--- config.mk ---
export PLATFORM = sky130hd
export DESIGN_NAME = counter_seq_ctrl
export DESIGN_NICKNAME = d
export VERILOG_FILES = /design/src/rtl/counter_seq_ctrl.sv
export SDC_FILE = /design/constraint.sdc
export NUM_CORES = 1
export LEC_CHECK = 0
export ABC_AREA = 1
export CAP_MARGIN = 20
export CELL_PAD_IN_SITES_DETAIL_PLACEMENT = 1
export CELL_PAD_IN_SITES_GLOBAL_PLACEMENT = 2
export CORE_MARGIN = 1
export CORE_UTILIZATION = 25
export CTS_CLUSTER_SIZE = 10
export DETAILED_ROUTE_END_ITERATION = 12
export HOLD_SLACK_MARGIN = 0.05
export PLACE_DENSITY = 0.95
export SLEW_MARGIN = 20
export SYNTH_ARGS = -nofsm -noshare
export SYNTH_HDL_FRONTEND = slang
export SYNTH_SLANG_ARGS = --single-unit
--- constraint.sdc ---
create_clock -name wb_clk_i -period 3.2 [get_ports wb_clk_i]
set_input_delay 0.32 -clock wb_clk_i [delete_from_list [all_inputs] [get_ports wb_clk_i]]
set_output_delay 0.32 -clock wb_clk_i [all_outputs]
set_load 0.01 [all_outputs]
--- src/rtl/counter_seq_ctrl.sv ---
// -----------------------------------------------------------------------------
// counter_seq_ctrl
//   Wishbone-programmed sequencer for the user-area up-counter. Software sets a
//   start value (LOAD) and a compare value (CMP), then writes START. The block
//   pulses the counter's load strobe, enables counting until count_i == CMP,
//   records MATCH, optionally reloads (PERIODIC), and raises a level interrupt.
//
//   Optional feature macro: COUNTER_SEQ_PRESCALE_EN
//     When defined, adds an 8-bit PRESCALE register at 0x14 and a divider so
//     the counter increments once every PRESCALE+1 RUN cycles.
//
//   Register map (wbs_adr_i[7:0], decode hit when adr[31:8] == ADDR_BASE[31:8])
//     0x00 CTRL    [0] START (W1, self-clear)  [1] STOP (W1, self-clear)
//                  [2] PERIODIC                [3] IRQ_EN
//     0x04 LOAD    rw, byte-strobed
//     0x08 CMP     rw, byte-strobed
//     0x0C STATUS  [0] BUSY ro   [1] MATCH sticky, W1C
//     0x10 COUNT   ro, current count_i
//     0x14 PRESCALE rw [7:0] (only with COUNTER_SEQ_PRESCALE_EN)
//
//   Ports
//     wb_clk_i, wb_rst_i          clock, async active-high reset
//     wbs_*                       Wishbone slave (registered one-cycle ack)
//     count_i                     counter value observed from the datapath
//     cnt_load_o/cnt_load_val_o   one-cycle load strobe and its value
//     cnt_en_o                    counter increment enable
//     irq_o                       level interrupt = MATCH & IRQ_EN
//
//   FSM states
//     state   | meaning
//     ST_IDLE | counter halted, waiting for START
//     ST_LOAD | one cycle: counter loads LOAD value
//     ST_RUN  | counter increments until count_i == CMP
// -----------------------------------------------------------------------------
module counter_seq_ctrl #(
    parameter int          BITS      = 16,
    parameter logic [31:0] ADDR_BASE = 32'h3000_0000
) (
    input  logic            wb_clk_i,
    input  logic            wb_rst_i,
    input  logic            wbs_stb_i,
    input  logic            wbs_cyc_i,
    input  logic            wbs_we_i,
    input  logic [3:0]      wbs_sel_i,
    input  logic [31:0]     wbs_adr_i,
    input  logic [31:0]     wbs_dat_i,
    output logic            wbs_ack_o,
    output logic [31:0]     wbs_dat_o,
    input  logic [BITS-1:0] count_i,
    output logic            cnt_load_o,
    output logic [BITS-1:0] cnt_load_val_o,
    output logic            cnt_en_o,
    output logic            irq_o
);

    typedef enum logic [1:0] {
        ST_IDLE = 2'd0,
        ST_LOAD = 2'd1,
        ST_RUN  = 2'd2
    } state_t;

    state_t          state;
    state_t          state_nxt;

    logic            ack_q;
    logic [31:0]     dat_q;
    logic [BITS-1:0] load_reg;
    logic [BITS-1:0] cmp_reg;
    logic            periodic;
    logic            irq_en;
    logic            match_flag;

    logic [7:0]      offset;
    logic            hit;
    logic            acc;
    logic            wr;
    logic            rd;
    logic [31:0]     byte_mask;
    logic [BITS-1:0] load_merged;
    logic [BITS-1:0] cmp_merged;
    logic            wr_ctrl;
    logic            wr_load;
    logic            wr_cmp;
    logic            wr_status;
    logic            start_w;
    logic            stop_w;
    logic            match_clr;
    logic            match;
    logic            busy;
    logic            tick;
    logic [31:0]     rdata;

    // Only the first cycle of a request is accepted; the registered ack then
    // blocks re-acceptance, so back-to-back requests complete every 2 cycles.
    assign offset = wbs_adr_i[7:0];
    assign hit    = (wbs_adr_i[31:8] == ADDR_BASE[31:8]);
    assign acc    = wbs_cyc_i & wbs_stb_i & hit & ~ack_q;
    assign wr     = acc & wbs_we_i;
    assign rd     = acc & ~wbs_we_i;

    assign byte_mask   = {{8{wbs_sel_i[3]}}, {8{wbs_sel_i[2]}},
                          {8{wbs_sel_i[1]}}, {8{wbs_sel_i[0]}}};
    assign load_merged = BITS'((32'(load_reg) & ~byte_mask) | (wbs_dat_i & byte_mask));
    assign cmp_merged  = BITS'((32'(cmp_reg)  & ~byte_mask) | (wbs_dat_i & byte_mask));

    assign wr_ctrl   = wr & (offset == 8'h00) & wbs_sel_i[0];
    assign wr_load   = wr & (offset == 8'h04);
    assign wr_cmp    = wr & (offset == 8'h08);
    assign wr_status = wr & (offset == 8'h0C) & wbs_sel_i[0];
    assign start_w   = wr_ctrl & wbs_dat_i[0];
    assign stop_w    = wr_ctrl & wbs_dat_i[1];
    assign match_clr = wr_status & wbs_dat_i[1];

    assign match = (state == ST_RUN) && (count_i == cmp_reg);
    assign busy  = (state != ST_IDLE);

`ifdef COUNTER_SEQ_PRESCALE_EN
    logic [7:0] prescale;
    logic [7:0] div;
    logic       wr_pre;

    assign wr_pre = wr & (offset == 8'h14) & wbs_sel_i[0];
    assign tick   = (div == prescale);

    always_ff @(posedge wb_clk_i or posedge wb_rst_i) begin
        if (wb_rst_i) begin
            prescale <= 8'd0;
            div      <= 8'd0;
        end else begin
            if (wr_pre)
                prescale <= wbs_dat_i[7:0];
            if (state_nxt == ST_LOAD)
                div <= 8'd0;
            else if (state == ST_RUN)
                div <= tick ? 8'd0 : div + 8'd1;
        end
    end
`else
    assign tick = 1'b1;
`endif

    always_ff @(posedge wb_clk_i or posedge wb_rst_i) begin
        if (wb_rst_i)
            state <= ST_IDLE;
        else
            state <= state_nxt;
    end

    // START/STOP writes override the natural sequence; STOP is applied last
    // so it wins when both are written together or coincide with a match.
    always_comb begin
        state_nxt      = state;
        cnt_load_o     = 1'b0;
        cnt_load_val_o = '0;
        cnt_en_o       = 1'b0;
        case (state)
            ST_LOAD: begin
                cnt_load_o     = 1'b1;
                cnt_load_val_o = load_reg;
                state_nxt      = ST_RUN;
            end
            ST_RUN: begin
                cnt_en_o = ~match & tick;
                if (match)
                    state_nxt = periodic ? ST_LOAD : ST_IDLE;
            end
            default: ;
        endcase
        if (start_w)
            state_nxt = ST_LOAD;
        if (stop_w)
            state_nxt = ST_IDLE;
    end

    always_comb begin
        rdata = '0;
        case (offset)
            8'h00: rdata[3:2] = {irq_en, periodic};
            8'h04: rdata      = 32'(load_reg);
            8'h08: rdata      = 32'(cmp_reg);
            8'h0C: rdata[1:0] = {match_flag, busy};
            8'h10: rdata      = 32'(count_i);
`ifdef COUNTER_SEQ_PRESCALE_EN
            8'h14: rdata[7:0] = prescale;
`endif
            default: rdata = '0;
        endcase
    end

    always_ff @(posedge wb_clk_i or posedge wb_rst_i) begin
        if (wb_rst_i) begin
            ack_q      <= 1'b0;
            dat_q      <= 32'd0;
            load_reg   <= '0;
            cmp_reg    <= '0;
            periodic   <= 1'b0;
            irq_en     <= 1'b0;
            match_flag <= 1'b0;
        end else begin
            ack_q <= acc;
            dat_q <= rd ? rdata : 32'd0;
            if (wr_ctrl) begin
                periodic <= wbs_dat_i[2];
                irq_en   <= wbs_dat_i[3];
            end
            if (wr_load)
                load_reg <= load_merged;
            if (wr_cmp)
                cmp_reg <= cmp_merged;
            // a match in the same cycle as the W1C keeps the flag set
            if (match)
                match_flag <= 1'b1;
            else if (match_clr)
                match_flag <= 1'b0;
        end
    end

    assign wbs_ack_o = ack_q;
    assign wbs_dat_o = dat_q;
    assign irq_o     = match_flag & irq_en;

endmodule
==> results.sh <==
export IMPL_place_area_mm2=0.00438
export IMPL_stdcell_count=680
export IMPL_globalplace_congestion=0.853
export IMPL_finish_instance_area_mm2=0.00454
export IMPL_dp_slack_ns=0.738
export IMPL_switching_share_pct=23.2
export IMPL_rrSetupSlack_ns=1.47
export IMPL_ctsHoldBuffers=0
export IMPL_crit_arrival_ns=2.23
export IMPL_vdd_drop_max_mv=0.208
export IMPL_cts_tree="yes"
export IMPL_ys_types=31
export IMPL_startpoint_type="flop"
export IMPL_synthCells=404
export IMPL_pwr_share_clk_pct=41.1
export IMPL_cts_resized=0
export IMPL_holdWs_ns=0.519
export IMPL_finalCritPeriodShare_pct=79.5
export IMPL_avgSynthCellArea_um2=7.93
export IMPL_max_cap_viol_count=0
export IMPL_die_h_um=115
export IMPL_placed_cells=672
export IMPL_htree_levels=2
export IMPL_p_int_mw=1.11
export IMPL_setup_viol=0
export IMPL_clk_pin_slew_ns=0.07
export IMPL_clk_latency_ns=0.29
export IMPL_pwr_share_comb_pct=11.5
export IMPL_wl_mm=10.0
export IMPL_diodes=0
export IMPL_hold_violations=0
export IMPL_cts_setup_buffers=0
export IMPL_nNetsFinal=603
export IMPL_cts_sinks=54
export IMPL_fill_cells=1507
export IMPL_relSlewSlack_pct=53.4
export IMPL_drive_gt1_share_pct=11.5
export IMPL_yosys_register_bits=54
export IMPL_hpwlAfterDp_mm=7.78
export IMPL_drt_first_pass_iters=4
export IMPL_synth_yosys_seq_area_share_pct=42.2
export IMPL_syn_area_mm2=0.00320
export IMPL_power_density_mw_per_mm2=317
export IMPL_io_pin_count=141
export IMPL_hold_path_class="flop to flop"
export IMPL_rsz0062_at_grt="false"
export IMPL_power_mw=1.44
export IMPL_ctsRootBufferMaster="clkbuf_16"
export IMPL_drc_errors=0
export IMPL_power_switching_mw=0.335
export IMPL_setup_tns_ns=0
export IMPL_clock_skew_ns=0.00740
export IMPL_cts_inserted_buffers=5
export IMPL_clock_path_buffers=2
export IMPL_layout_min_cycle_time_ns=2.55
export IMPL_final_core_util_pct=37.0
export IMPL_antenna_found_initial=0
export IMPL_vias=2967
export IMPL_die_w_um=115
export IMPL_grt_pass1_vias=3225
export IMPL_p_leak_nw=2.18
export IMPL_dieArea_mm2=0.0133
export IMPL_required_ns=2.88
export IMPL_start_util_pct=26.1
export IMPL_fp_coreArea_mm2=0.0123
export IMPL_first_iter_violations=100
export IMPL_io_buffers=106
export IMPL_status="finished clean"
export IMPL_rows=40
export IMPL_grt_pass1_wl_mm=16.3
export IMPL_seq_power_share_pct=47.3
export IMPL_ant_nets=0
export IMPL_path_max_fanout=11
export IMPL_grt_max_degree=55
export IMPL_grtUsageTotal_pct=16.1
export IMPL_post_drt_via_cell_ratio=4.36
export IMPL_grt_overflow_total=0
export IMPL_worst_pin_slew_ns=0.698
export IMPL_area_growth_pct=41.7
export IMPL_endpoint_kind="primary output"
export IMPL_wl_per_cell_um=14.8
export IMPL_path_class="flop to primary output"
export IMPL_yosysWarnings=0
export IMPL_max_clock_freq_mhz=393
export IMPL_timing_final_ws_setup_ns=0.655
export IMPL_final_max_slew_viol_count=0
[final timing paths]
check	startpoint	depth (start not counted)	end
setup / recovery	state[1]	6	cnt_load_val_o[7]
hold / removal	match_flag	2	match_flag
setup reg to reg	wbs_ack_o	8	wbs_dat_o[10]
hold reg to reg	match_flag	2	match_flag
max in group asynchronous	wb_rst_i	3	wbs_dat_o[2]
min in group asynchronous	wb_rst_i	3	asynchronous set/reset pin
[layout by cell type, fill, tap and decap left out, types with 5 or more instances in the layout]
cell type / n
nand2_1: 108
clkdlybuf4s50_1: 106
inv_1: 54
dfrtp_1: 54
nor2_1: 37
o21ai_2: 32
nand3_1: 23
conb_1: 16
xor2_1: 15
a21oi_1: 12
a31oi_1: 9
inv_2: 5
clkbuf_16: 5
buf_4: 5
[power by group through the flow]
stage / clock network, mW / registers [mW] / logic [mW]
detailed placement: 0 / 0.695 / 0.167
global route: 0.631 / 0.682 / 0.182
CTS: 0.607 / 0.682 / 0.168
finish: 0.592 / 0.682 / 0.166
global placement: 0 / 0.695 / 0.164
floorplan: 0 / 0.695 / 0.0681
[cell families after synthesis]
| family | Yosys count | share of synthesized area [%] |
|---|---|---|
| AO/OA/AOI/OAI | 63 | 14.4 |
| XOR/XNOR | 15 | 4.10 |
| adder cells (fa/ha/maj) | 3 | 1.17 |
| buffers and inverters | 87 | 13.2 |
| flip-flops | 54 | 42.2 |
| other | 1 | 0.117 |
| AND/OR/NAND/NOR | 181 | 24.8 |
[metal layers]
layer | GRT usage, % | wire, µm | share of wire [%]
met5 | 0 | 0 | 0
met3 | 2.64 | 500 | 5.0
met1 | 19.1 | 4120 | 41
met4 | 4.94 | 175 | 1.7
met2 | 29.7 | 5240 | 52
[area by class of cell]
cell class / instances / area (µm²) / area share, %
multi-input cells: 278 / 1490 / 32.7
flip-flops and latches: 54 / 1350 / 29.8
repair buffers: 111 / 1100 / 24.2
inverters: 61 / 230 / 5.07
well taps: 168 / 210 / 4.63
clock buffers: 7 / 153 / 3.36
clock inverters: 1 / 8.76 / 0.193
[Yosys cell counts (all sizes together)]
cell,n,area share (%)
a21oi,12,1.9
a31oi,9,1.8
buf,23,5.6
clkbuf,3,0.35
clkinv,2,0.27
conb,1,0.12
dfrtp,54,42
ha,3,1.2
inv,59,6.9
nand2,111,14
nand3,25,4.7
nand4,3,0.59
nor2,40,5.5
nor3,2,0.31
o2111ai,1,0.27
o211ai,1,0.23
o21a,1,0.23
o21ai,35,9.2
o21bai,1,0.23
o22ai,3,0.59
xor2,15,4.1
[critical path, cell delays in order (launching register included)]
cell and delay, ns:
dfrtp_1 0.40, inv_1 0.08, ha_1 0.52, buf_4 0.27, nand2_1 0.06, inv_1 0.05, clkdlybuf4s50_1 0.53
No activity file was read; power rests on OpenSTA's default activity.
